**config.mk**
```make
export PLATFORM = sky130hd
export DESIGN_NAME = dual_grant_sequencer
export DESIGN_NICKNAME = d
export VERILOG_FILES = /design/src/rtl/dual_grant_sequencer.sv
export SDC_FILE = /design/constraint.sdc
export NUM_CORES = 1
export LEC_CHECK = 0
export CORE_UTILIZATION = 54
export CTS_CLUSTER_DIAMETER = 40
export DETAILED_ROUTE_END_ITERATION = 10
export GPL_TIMING_DRIVEN = 0
export HOLD_SLACK_MARGIN = 0.08
export PLACE_DENSITY = 0.79
export SLEW_MARGIN = 20
export SYNTH_ARGS = -nofsm -noshare
export SYNTH_HDL_FRONTEND = slang
export SYNTH_SLANG_ARGS = --single-unit
```
**constraint.sdc**
```tcl
create_clock -name clk -period 3.4 [get_ports clk]
set_input_delay 0.85 -clock clk [delete_from_list [all_inputs] [get_ports clk]]
set_output_delay 0.85 -clock clk [all_outputs]
set_load 0.01 [all_outputs]
```
**src/rtl/dual_grant_sequencer.sv**
```systemverilog
// Purpose : takes a 12-bit request batch and issues one grant per handshake, highest bit first.
// Latency : accept at T -> first grant at T+1; one grant per cycle; last handshake at T -> done at T+1.
// Backpressure: grant_ready low holds grant_idx and the pending mask; req_valid is ignored while a batch runs.
//
// Ports:
//   clk, reset_n             clock, asynchronous active-low reset
//   req_in/req_valid/req_ready      batch input handshake (ready only when idle)
//   grant_idx/grant_valid/grant_ready  grant output handshake; code = bit position + 1, 0 = none
//   busy                     batch in ISSUE
//   done                     one-cycle pulse when a batch completes
//   grant_cnt                (only with GRANT_CNT_EN) grants handed out in the current/last batch
// Optional feature macro: GRANT_CNT_EN
module dual_grant_sequencer #(
  parameter int N_REQ = 12,
  parameter int IDX_W = 4
) (
  input  logic             clk,
  input  logic             reset_n,
  input  logic [N_REQ-1:0] req_in,
  input  logic             req_valid,
  output logic             req_ready,
  output logic [IDX_W-1:0] grant_idx,
  output logic             grant_valid,
  input  logic             grant_ready,
  output logic             busy,
`ifdef GRANT_CNT_EN
  output logic [IDX_W-1:0] grant_cnt,
`endif
  output logic             done
);

  typedef enum logic [1:0] {S_IDLE, S_ISSUE, S_DONE} state_t;

  state_t             state_q, state_d;
  logic [N_REQ-1:0]   pending_q, pending_d;
  logic [IDX_W-1:0]   first_q, first_d;
  logic [IDX_W-1:0]   second_q, second_d;
  logic               grant_hs;

  // Code (position + 1) of the highest set bit, 0 when the vector is empty.
  function automatic logic [IDX_W-1:0] top_code(input logic [N_REQ-1:0] v);
    logic [IDX_W-1:0] c;
    c = '0;
    for (int i = 0; i < N_REQ; i++) begin
      if (v[i]) c = IDX_W'(i + 1);
    end
    return c;
  endfunction

  // One-hot mask of the bit named by a code; code 0 yields an empty mask.
  function automatic logic [N_REQ-1:0] code_mask(input logic [IDX_W-1:0] code);
    logic [N_REQ-1:0] m;
    for (int i = 0; i < N_REQ; i++) begin
      m[i] = (code == IDX_W'(i + 1));
    end
    return m;
  endfunction

  assign grant_hs = (state_q == S_ISSUE) && grant_ready;

  // State register
  always_ff @(posedge clk or negedge reset_n) begin
    if (!reset_n) state_q <= S_IDLE;
    else          state_q <= state_d;
  end

  // Next-state logic
  always_comb begin
    state_d = state_q;
    unique case (state_q)
      S_IDLE:  if (req_valid) state_d = (req_in == '0) ? S_DONE : S_ISSUE;
      // second_q == 0 means the bit being granted now is the last one left.
      S_ISSUE: if (grant_hs && (second_q == '0)) state_d = S_DONE;
      S_DONE:  state_d = S_IDLE;
      default: state_d = S_IDLE;
    endcase
  end

  // Output logic
  always_comb begin
    req_ready   = (state_q == S_IDLE);
    busy        = (state_q == S_ISSUE);
    grant_valid = (state_q == S_ISSUE);
    grant_idx   = (state_q == S_ISSUE) ? first_q : '0;
    done        = (state_q == S_DONE);
  end

  // Pending mask and the registered first/second pair. On a handshake the
  // already-registered second code becomes the next grant, so consecutive
  // grants need no extra priority-encode cycle; second is then refilled
  // from what remains.
  always_comb begin
    pending_d = pending_q;
    unique case (state_q)
      S_IDLE:  if (req_valid) pending_d = req_in;
      S_ISSUE: if (grant_hs)  pending_d = pending_q & ~code_mask(first_q);
      default: pending_d = pending_q;
    endcase
    first_d  = grant_hs ? second_q : top_code(pending_d);
    second_d = top_code(pending_d & ~code_mask(first_d));
  end

  always_ff @(posedge clk or negedge reset_n) begin
    if (!reset_n) begin
      pending_q <= '0;
      first_q   <= '0;
      second_q  <= '0;
    end else begin
      pending_q <= pending_d;
      first_q   <= first_d;
      second_q  <= second_d;
    end
  end

`ifdef GRANT_CNT_EN
  logic [IDX_W-1:0] cnt_q;

  // Cleared on accept, counts handshakes, holds through DONE/IDLE.
  always_ff @(posedge clk or negedge reset_n) begin
    if (!reset_n)                            cnt_q <= '0;
    else if ((state_q == S_IDLE) && req_valid) cnt_q <= '0;
    else if (grant_hs)                       cnt_q <= cnt_q + IDX_W'(1);
  end

  assign grant_cnt = cnt_q;
`endif

endmodule
```
======== Yosys cells after proc, flatten, opt, wreduce, memory -nomap -nowiden ========
Index checks and enable logic that the tools add are counted.
cells by class
  add/sub/neg operators ................... 0
  shifts and indexed selects .............. 0
  multiply operators ...................... 0
  muxes and demuxes ....................... 33
  divide/modulo/power cells ............... 0
  reduce and logical (&&, ||, !) cells .... 6
  bitwise logic cells ..................... 4
  equality and inequality tests ........... 28
  order comparisons ....................... 0
operators with widths
  cell                number
  $mux 4              24
  $eq 4x4->1 const B  10
  $eq 4x3->1 const B  8
  $and 12x12->12      2
  $mux 12             2
  $not 12->12         2
  $pmux 12 s2         1
  $eq 4x2->1 const B  4
  $logic_not 12->1    1
  $eq 4x1->1 const B  2
  $mux 2              3
  $logic_not 4->1     1
  $pmux 2 s2          1
  $eq 2x1->1 const B  1
  $eq 2x2->1 const B  1
  $logic_and 1x1->1   2
  $logic_not 2->1     1
  $mux 1              2
  $ne 2x1->1 const B  1
  $ne 2x2->1 const B  1
  $reduce_and 2->1    1
storage, ports and cells
  bits of input ports ..................... 16
  ROM bits ................................ 0
  flip-flop bits (word level) ............. 22
  RAM bits ................................ 0
  bits in latches ......................... 0
  memories kept ........................... 0

======== Depth between registers and ports, before layout ========
Gate-level depths: netlist (run 1).
  word-level depth ........................ 33
  gate-level depth with buffers ........... 14

======== Least setup slack after synthesis (run 1) ========
No wires, ideal clock.
  path type ............................... in2reg
  start ................................... input req_valid
  end ..................................... register second_q[0]
  data required time ...................... 3.272 ns
  arrival time ............................ 2.999 ns
  buffers on the path ..................... 2
  cell stages on the path ................. 10
  setup time .............................. 0.128 ns
  path slack .............................. 0.272 ns
  cells stage by stage .................... or3b_1 buf_6 a221oi_4 o21ai_2 nor4_2 nor3_2 buf_6 or4_1 a31oi_1 o22ai_1
between the ends
  elaborated cells on any way between the ends .. 41
RTL lines
  item                  line  text
  from (decl)           20    input logic req_valid,
  $mux 12 *             95    S_IDLE: if (req_valid) pending_d = req_in;
  $pmux 12 s2 *         94    unique case (state_q)
  via pending_d[10]     35    logic [N_REQ-1:0] pending_q, pending_d;
  $mux 4 (2 in a row)   45    if (v[i]) c = IDX_W'(i + 1);
  $mux 4                99    first_d = grant_hs ? second_q : top_code(pending_d);
  $eq 4x1->1            54    m[i] = (code == IDX_W'(i + 1));
  $not 12->12           100   second_d = top_code(pending_d & ~code_mask(first_d));
  $and 12x12->12 *      100
  $mux 1                45
  $mux 4 (10 in a row)  45
  $mux 4 *              45
  via second_d[0]       37    logic [IDX_W-1:0] second_q, second_d;
  to (signal assigned)  111   second_q <= second_d;
  to (decl)             37
Mark *: on every way through the listed nets, which the timed path passes. The rest lies on a longest branch.
A chain may end at the register's enable or synchronous reset.

======== Worst setup path after layout (run 1) ========
  start ................................... input grant_ready
  end ..................................... register second_q[0]
between the ends
  longest elaborated chain between the ends .. 31
  elaborated cells on any way between the ends .. 42
ends and longest elaborated chain
  item                  line  text
  from (decl)           24    input logic grant_ready,
  $logic_and 1x1->1 *   59    assign grant_hs = (state_q == S_ISSUE) && grant_ready;
  $mux 12               96    S_ISSUE: if (grant_hs) pending_d = pending_q & ~code_mask(first_q);
  $pmux 12 s2           94
  $mux 1                45
  $mux 4 (11 in a row)  45
  $mux 4                99
  $eq 4x1->1            54
  $not 12->12           100
  $and 12x12->12 *      100
  $mux 1                45
  $mux 4 (10 in a row)  45
  $mux 4 *              45
  via second_d[0]       37
Marks and branches as above.

==> results of run 1 <==
-- flip-flops by register name, summed over array words and instances (netlist names) --
name	cells
pending_q	12
state_q	2
second_q	4
first_q	4
-- cell families (layout without fill, tap and decap cells) --
family	count (synthesis)	in the layout	share of synthesized area (%)
simple gates	73	73	25.3
buf+inv	21	58	7.21
mux	8	8	4.91
flops	22	22	32.7
compound gates	65	65	29.9
-- what timing repair did --
action                     4_1_cts  5_1_grt
buffers inserted                 7        3
hold buffers                     0        0
pin swaps                        7        8
gates resized for setup         21        6
setup endpoints to repair        4        1
-- final cells by class --
cell class,count,area [µm²]
buffer,7,72.6
clock buffer,4,36.3
fill,199,699
inverter,14,52.6
multi-input combinational,146,1100
sequential,22,551
tap,31,38.8
timing repair buffer,33,298
-- cells in the mapped netlist, types with 2 or more instances --
cell type	instances
mux2i_1	6
a21boi_0	2
and2_1	6
a211o_1	2
nor4_1	4
a31oi_1	3
inv_2	2
dfrtp_1	22
mux2_2	2
and3_1	3
a21o_1	3
o21ai_2	2
inv_1	12
o22ai_1	4
a21oi_1	10
nand3_1	5
nand4_1	2
o21a_1	3
nor2b_1	4
o32a_1	2
or3_1	3
nor2_1	11
o21ai_1	3
o21ai_0	8
a21oi_2	2
buf_6	5
nor3b_1	2
nand2b_1	3
nand2_1	19
-- routing by layer --
metal	track usage, %	up-vias
li1	-	782
met1	41.0	866
met2	53.5	80
met3	3.35	20
met4	17.3	0
met5	0	-
-- stage by stage --
step | utilization (%) | setup WS (ns) | TNS (ns) | hold slack [ns] | std cells
3_5_place_dp | 68.4 | -0.737 | -2.89 | 0.554 | 243
6_report | 75.5 | 0.134 | 0 | 0.479 | 257
2_1_floorplan | - | 0.272 | 0 | 0.492 | 189
3_3_place_gp | 68.4 | -0.610 | -2.41 | 0.544 | 243
4_1_cts | 74.4 | 0.165 | 0 | 0.579 | 254
5_1_grt | 75.5 | 0.0230 | 0 | 0.520 | 257
-- path summary, 6_finish.rpt --
path | from | end | slack (ns)
max | grant_ready | second_q[0] | 0.13
min | reset_n | second_q[2] | 0.48
max reg2reg | state_q[0] | second_q[0] | 0.25
min reg2reg | state_q[1] | state_q[1] | 0.57
max in group asynchronous | reset_n | pending_q[1] | 2.58
min in group clk | state_q[1] | state_q[1] | 0.57
-- report_power, final --
group	switching, mW	internal (mW)	total [mW]
Clock	0.0828	0.0654	0.148
Combinational	1.01	0.787	1.80
Sequential	0.0936	0.391	0.484
Total	1.19	1.24	2.43
-- worst max-delay path: stages --
cell and delay (ns):
dlygate4sd2_1 0.36, nand3b_4 0.18, nor2_2 0.32, nand4_1 0.22, a21bo_4 0.28, o41ai_4 0.43
and2_4 0.21, nand2_1 0.06, o22a_1 0.20, a211o_1 0.29, o22ai_2 0.09
==> results.md, run 1 <==
- Status: finished with violations
- Failing checks: DRC
- Met2 wire len: 2.41 mm
- Syn-to-layout area delta: 28.0%
- Yosys warning total: 0
- Clock root cell: clkbuf_4
- Initial antenna violation count: 0
- Die height: 57.8 µm
- Placer Congestion: 0.953
- Slew margin rel.: 52.3%
- CP arrival: 3.51 ns
- Mapped Cells: 189
- Syn_nets: between 200 and 250
- Worst path required time: 3.65 ns
- Pre-antenna DRT Iters: 7
- Vias/cell: 6.80
- Top FF cell, synth: dfrtp_1
- Synth Register Bits: 22
- Post-synth EDFFs: 0
- Die width: 57.8 µm
- Max-Cap Viols: 0
- Most common cell after layout, fill and taps aside: dfrtp_1
- Largest net degree at the start of global routing: 23
- Avg Inst Size Synth: 8.90 µm²
- Period utilization: 96.1%
- Clock insertion delay at the later pin of the skew report: 0.31 ns
- Share of layout cells above drive strength 1: 25.2%
- Async S/R FF share, synth: 100%
- Dpl hpwl: 3.60 mm
- DR DRC count: 3
- Wire per inst: about 19 µm
- Fmax: 0.306 GHz
- Ant. Diodes: 0
- HP Class: in -> async
- Clock slew seen by the registers of the worst setup and hold paths: 0.13 ns
- Initial Util: 59.0%
- CTS Sinks: 22
- Yosys top cell area share: roughly a third
- All-Layer GR Usage: 32.1%
- CP Max Fanout: 9
- Worst Clk Skew: 0.00448 ns
- Ports: 24
- P per Cell Area: 1130 nW/µm²
- Die Area: 3340 µm²
- Leakage power: 0.907 nW
- Cell row count: 19
- Final setup vio count: 0
- Slew Limit Fails: 0
- Sequential share of the synthesized area: 32.7%
- Crit Path Class: in -> reg
- Max clock buf depth: 2
- Largest area contributor in the netlist: dfrtp_1
- Placed Instance Area: around 2000 µm²
- Crit. End Element: flop
- RSZ-0062 raised after global routing: false
- H-tree depth: 1
- Peak supply drop: 0.000723 V
- Post-route ant nets: 0
- Post-route cell area: between 2000 and 2500 µm²
- Setup crit start kind: primary input
- Top sig layer: met4
- Post-layout net count: 243
- Cell Area, Synth: 1680 µm²
- R2r worst-path depth: 11
- Grt ovf: 0
- Final WL: 4.96 mm
- Endpoints failing hold: 0
- CTS tree: yes
- Synth unique cells: 63
- Worst-margin pin slew: about 0.71 ns
- Largest cells by area after synthesis: dfrtp_1 33%, nand2_1 4.2%, mux2i_1 3.6%
- Met1 WL: 2.00 mm
- Total design power: approximately 2.4 mW
- Vias in the first global route: 1731
- Most frequent cells in the layout: 22 x dfrtp_1, 20 x clkdlybuf4s50_1, 19 x nand2_1, 11 x inv_1, 10 x buf_4
- Core area: roughly 2900 µm²
- Minimum clock period: 3.27 ns
- DRT iter0 DRCs: 145
- I/O Buffers: 23
- CTS buffer count: 3
- Met3 wire len: 316 µm
- Total number of vias: 1748
- First-pass GRT wire length: slightly above 8 mm
No activity file was read; power rests on OpenSTA's default activity.
==> run 2: changes to the inputs <==
--- a/config.mk
+++ b/config.mk
@@ -5,12 +5,14 @@
 export SDC_FILE = /design/constraint.sdc
 export NUM_CORES = 1
 export LEC_CHECK = 0
-export CORE_UTILIZATION = 54
+export CELL_PAD_IN_SITES_DETAIL_PLACEMENT = 1
+export CELL_PAD_IN_SITES_GLOBAL_PLACEMENT = 2
+export CORE_UTILIZATION = 33
 export CTS_CLUSTER_DIAMETER = 40
 export DETAILED_ROUTE_END_ITERATION = 10
 export GPL_TIMING_DRIVEN = 0
 export HOLD_SLACK_MARGIN = 0.08
-export PLACE_DENSITY = 0.79
+export PLACE_DENSITY_LB_ADDON = 0.1
 export SLEW_MARGIN = 20
 export SYNTH_ARGS = -nofsm -noshare
 export SYNTH_HDL_FRONTEND = slang
==> run 2 against run 1 <==
The flow now finishes without violations; wire length is 15% higher; maximum frequency is 2.2% lower; global-route usage decreased by 9.1 points; critical path depth rose by 4; critical path type unchanged.
==> results.md, run 2 (synthesis gave the netlist of run 1 again) <==
- Peak supply drop: 0.000477 V
- Cell row count: 25
- Largest net degree at the start of global routing: 23
- First-pass GRT wire length: 9.07 mm
- I/O Buffers: 23
- HP Class: in -> async
- Max-Cap Viols: 0
- Core area: 4820 µm²
- Total number of vias: 1645
- Vias in the first global route: 1773
- Start point of the critical path: req_valid
- Crit Path Class: in -> reg
- Pre-antenna DRT Iters: 4
- Syn-to-layout area delta: 34.9%
- Largest Register: pending_q
- Period utilization: 98.2%
- Fmax: 0.300 GHz
- CP arrival: 3.49 ns
- Vias/cell: 5.58
- H-tree depth: 1
- Min Hold Slack: between 0.5 and 0.6 ns
- Most frequent cells in the layout: 22 x dfrtp_1, 20 x clkdlybuf4s50_1, 19 x nand2_1, 12 x buf_4, 11 x inv_1
- Share of layout cells above drive strength 1: 25.4%
- Setup crit start kind: primary input
- Worst Clk Skew: 0.00535 ns
- P per Cell Area: between 1000 and 1500 nW/µm²
- Cell Count Post-Placement: around 280
- Clock slew seen by the registers of the worst setup and hold paths: 0.09 ns
- Slew Limit Fails: 0
- Dpl hpwl: 4.26 mm
- Reg-to-reg critical path startpoint: state_q[0]
- CP Max Fanout: 10
- R2r worst-path depth: 15
- Post-layout net count: approximately 250
- Die height: 73.4 µm
- Leakage power: 0.926 nW
- Status: complete, no violations
- DRT iter0 DRCs: 65
- CTS Sinks: 22
- CTS buffer count: 3
- Final WL: 5.70 mm
- Max reg flops: 12
- Initial antenna violation count: 0
- Endpoints failing hold: 0
- CTS tree: yes
- Initial Util: between 30% and 40%
- Ant. Diodes: 0
- Placer Congestion: 0.837
- Clock root cell: clkbuf_8
- Crit. End Element: flop
- Most common cell after layout, fill and taps aside: dfrtp_1
- Biggest regs: pending_q x12, first_q x4, second_q x4
- Slew margin rel.: 56.6%
- Die width: approximately 73 µm
- Worst-margin pin slew: 0.645 ns
- DR DRC count: 0
- Post-route ant nets: 0
- Grt ovf: 0
- Max clock buf depth: 2
- All-Layer GR Usage: a little under a quarter
- Non-filler cells, final: between 200 and 300
- Worst path required time: about 3.6 ns
- Wire per inst: 19.3 µm
- Minimum clock period: between 3 and 4 ns
- Clock insertion delay at the later pin of the skew report: 0.27 ns
- Ports: 24
- Die Area: 5390 µm²
- Final setup vio count: 0
==> run 2: cell count changes in the layout (fill, tap and decap cells not counted), sizes merged <==
| cell | before | now |
|---|---|---|
| bufinv | 0 | 1 |
| dlygate4sd2 | 1 | 0 |
| buf | 18 | 20 |
==> run 2: layer usage <==
layer,routed length (µm),part of all wire (%),vias to the layer above,global-route usage (%)
li1,-,-,788,-
met1,2590,45,821,29.4
met2,2860,50,28,39.8
met3,128,2.2,8,2.19
met4,123,2.2,0,9.40
met5,0,0,-,0
==> run 2: critical path, cell delays in order <==
cell,delay (ns)
clkbuf_2,0.12
nor3b_4,0.19
buf_6,0.15
buf_12,0.14
mux2i_1,0.21
a31o_1,0.23
buf_4,0.15
a21oi_1,0.06
o22ai_1,0.20
nor3_2,0.07
buf_4,0.16
buf_6,0.14
or4_4,0.48
a31oi_2,0.23
o22ai_2,0.11
==> run 2: layout make-up <==
class | instances | area [µm²]
Fill cell | 577 | 2550
Multi-Input combinational cell | 146 | 1120
Sequential cell | 22 | 551
Timing Repair Buffer | 35 | 309
Tap cell | 67 | 83.8
Buffer | 7 | 77.6
Inverter | 14 | 55.1
Clock buffer | 3 | 41.3
Clock inverter | 1 | 30.0
==> run 2: stage by stage <==
| stage | setup slack (ns) | power (mW) | setup TNS [ns] | utilization (%) | instance area, µm² |
|---|---|---|---|---|---|
| 2_1_floorplan | 0.272 | 1.58 | 0 | - | 1680 |
| 3_3_place_gp | -0.833 | 1.99 | -3.38 | 41.5 | 2000 |
| 3_5_place_dp | -0.962 | 2.05 | -4.04 | 41.5 | 2000 |
| 4_1_cts | 0.00195 | 2.51 | 0 | 45.8 | 2200 |
| 5_1_grt | -0.0718 | 2.83 | -0.117 | 47.1 | 2270 |
| 6_report | 0.0620 | 2.65 | 0 | 47.1 | 2270 |
==> run 2: path summary, 6_finish.rpt <==
kind                           endpoint  slack (ns)
max                         second_q[0]        0.06
min                        pending_q[7]        0.55
max reg2reg                 second_q[0]        0.23
min reg2reg                  state_q[1]        0.57
max in group asynchronous   second_q[0]        2.50
min in group clk             state_q[1]        0.57
==> run 2: timing repair <==
| action | CTS | global route |
|---|---|---|
| pin swaps | 5 | 4 |
| gates cloned | 0 | 0 |
| hold endpoints to repair | 0 | 0 |
| setup endpoints to repair | 4 | 4 |
| hold buffers | 0 | 0 |
| gates resized for setup | 17 | 16 |
| setup buffers | 9 | 3 |
==> run 2: power breakdown <==
group | leakage [nW] | internal [mW] | total [mW] | switching (mW)
clock network | 0.0357 | 0.157 | 0.250 | 0.0927
logic | 0.635 | 0.838 | 1.91 | 1.07
registers | 0.255 | 0.391 | 0.484 | 0.0930
total | 0.926 | 1.39 | 2.65 | 1.26
==> run 3: changes to the inputs <==
--- a/config.mk
+++ b/config.mk
@@ -5,6 +5,7 @@
 export SDC_FILE = /design/constraint.sdc
 export NUM_CORES = 1
 export LEC_CHECK = 0
+export CAP_MARGIN = 20
 export CELL_PAD_IN_SITES_DETAIL_PLACEMENT = 1
 export CELL_PAD_IN_SITES_GLOBAL_PLACEMENT = 2
 export CORE_UTILIZATION = 33
@@ -13,6 +14,7 @@
 export GPL_TIMING_DRIVEN = 0
 export HOLD_SLACK_MARGIN = 0.08
 export PLACE_DENSITY_LB_ADDON = 0.1
+export REMOVE_ABC_BUFFERS = 1
 export SLEW_MARGIN = 20
 export SYNTH_ARGS = -nofsm -noshare
 export SYNTH_HDL_FRONTEND = slang
==> run 3 against run 2 <==
Critical endpoint unchanged; combinational power rose by 8%; total power rose by 4.7%; global-route usage fell by 0.14 points; register-to-register slack barely moved; sequential power rose by 7.6%; critical path type unchanged; wire length rose by 4.5%; design area rose by 4.6%; hold slack improved by 0.0061 ns; maximum frequency rose by 2.1%.
==> results.md, run 3 (synthesis gave the netlist of run 1 again) <==
- Status: complete, no violations
- Minimum clock period: 3.27 ns
- HP Class: in -> async
- Cell Count Post-Placement: 272
- H-tree depth: 1
- Gr busiest metal: met2
- Clock power share: under 10%
- P per Cell Area: about 1200 nW/µm²
- Post-layout net count: 246
- Worst-margin pin slew: 0.648 ns
- Clock slew seen by the registers of the worst setup and hold paths: around 0.08 ns
- Seq pwr share: roughly a fifth
- Slowest stage delay, CP: 0.38 ns
- Met3 Resource Use GR: 3.02%
- Clock insertion delay at the later pin of the skew report: 0.26 ns
- Total number of vias: 1665
- Syn-to-layout area delta: 41.0%
- Initial Util: 34.9%
- Most frequent cells in the layout: 22 x dfrtp_1, 20 x clkdlybuf4s50_1, 18 x nand2_1, 16 x buf_4, 9 x inv_1
- Hold-fix buffers, CTS: 0
- Initial antenna violation count: 0
- Non-filler cells, final: 296
- All-Layer GR Usage: 22.9%
- DR DRC count: 0
- Die Area: 5390 µm²
- Cell row count: 25
- Crit Path Class: in -> reg
- CTS buffer count: 3
- Largest net degree at the start of global routing: 23
- Slew Limit Fails: 0
- Leakage power: ~0.95 nW
- First-pass GRT wire length: 9.07 mm
- Vias/cell: 5.63
- CP cell instances: clkbuf_2, nor3b_4, bufbuf_16, o32a_1, o21ai_2, a21bo_4, o41ai_4, and2_4, nand2_1, o22a_1, a211o_1, o22ai_2
- Vias in the first global route: 1765
- Die width: around 73 µm
- Grt ovf: 0
- Final setup vio count: 0
- Max clock buf depth: 2
- DRT iter0 DRCs: 74
- Final WL: roughly 6.0 mm
- Post-route ant nets: 0
- Max-Cap Viols: 0
- Placer Congestion: 0.832
- Dpl hpwl: 4.27 mm
- Fmax: 0.306 GHz
- Fill cells: 576
- I/O Buffers: 23
- Largest Register: pending_q
- Share of layout cells above drive strength 1: 33.6%
- RSZ-0062 raised after global routing: false
- Biggest regs: pending_q x12, first_q x4, second_q x4
- Core area: 4820 µm²
- Worst Clk Skew: 0.00194 ns
- Ports: 24
- Ant. Diodes: 0
- Period utilization: 96.2%
- Wire per inst: 20.1 µm
- Max reg flops: 12
- Fin Setup TNS: 0 ns
- Switching share of power: between 40% and 50%
- Reg-to-reg critical path startpoint: state_q[0]
- Clock root cell: clkbuf_8
- Internal cell power: roughly 1.4 mW
- CP max-delay cell: o41ai_4
- Grt met2 use: slightly above 40%
- CTS tree: yes
- Min Hold Slack: 0.556 ns
- Met1 Use GR: between 20% and 30%
- P_sw: 1.34 mW
- CP Max Fanout: 5
- Slew margin rel.: 56.3%
- Worst path required time: 3.59 ns
- Most common cell after layout, fill and taps aside: dfrtp_1
- Crit. End Element: flop
- Endpoints failing hold: 0
- Gate power share: around three quarters
- Pre-antenna DRT Iters: 4
- CTS Sinks: 22
- Setup crit start kind: primary input
- CP arrival: 3.46 ns
- Start point of the critical path: req_valid
- Peak supply drop: around 0.00048 V
- Die height: 73.4 µm
==> run 3: changes by cell type in the layout (fill, tap and decap cells not counted), sizes merged <==
cell and change:
bufbuf +1, bufinv -1, clkbuf +1
==> run 3: routing by layer <==
metal / up-vias / routed length, µm / part of all wire, %
li1: 786 / - / -
met5: - / 0 / 0
met4: 0 / 137 / 2.3
met2: 41 / 3000 / 50
met1: 828 / 2630 / 44
met3: 10 / 186 / 3.1
==> run 3: stage by stage <==
stage | power, mW | cell area (µm²) | util [%] | setup WS, ns
floorplan | 1.49 | 1610 | - | -0.106
CTS | 2.53 | 2260 | 46.8 | 0.000609
global route | 2.94 | 2370 | 49.3 | 0.0428
finish | 2.77 | 2370 | 49.3 | 0.129
detailed placement | 1.96 | 1930 | 40.0 | -1.39
global placement | 1.89 | 1930 | 40.0 | -1.24
==> run 3: power groups by stage <==
stage	combinational [mW]	sequential [mW]	clock (mW)
2_1_floorplan	1.02	0.474	0
3_3_place_gp	1.39	0.501	0
3_5_place_dp	1.45	0.512	0
4_1_cts	1.82	0.512	0.194
5_1_grt	2.19	0.535	0.207
6_report	2.06	0.521	0.192
==> run 3: cell type report <==
type	instances	area, µm²	area share, %
sequential	22	551	23.2
inverter	14	52.6	2.21
multi-input combinational	146	1220	51.4
tap	67	83.8	3.53
timing repair buffer	43	410	17.3
clock buffer	4	55.1	2.32
==> run 3: worst max-delay path, delay by kind of cell <==
| family | cells | cell delay, ns |
|---|---|---|
| and+or+nand+nor | 3 | 0.45 |
| AOI/OAI and AO/OA | 7 | 1.76 |
| buffers and inverters | 2 | 0.40 |
==> run 3: path summary, 6_finish.rpt <==
path	end	slack [ns]	cells after the start
worst min register to register	pending_q[0]	0.59	2
worst max-delay path	second_q[0]	0.13	12
worst max register to register	second_q[0]	0.22	10
worst min-delay path	first_q[3]	0.56	1
min in group clk	pending_q[0]	0.59	2
max in group asynchronous	pending_q[4]	2.48	1
==> run 3: repair_timing <==
action | 4_1_cts | 5_1_grt
pin swaps | 9 | 11
cloned | 1 | 0
setup endpoints to repair | 6 | 4
setup buffers | 11 | 8
gates resized for setup | 31 | 25
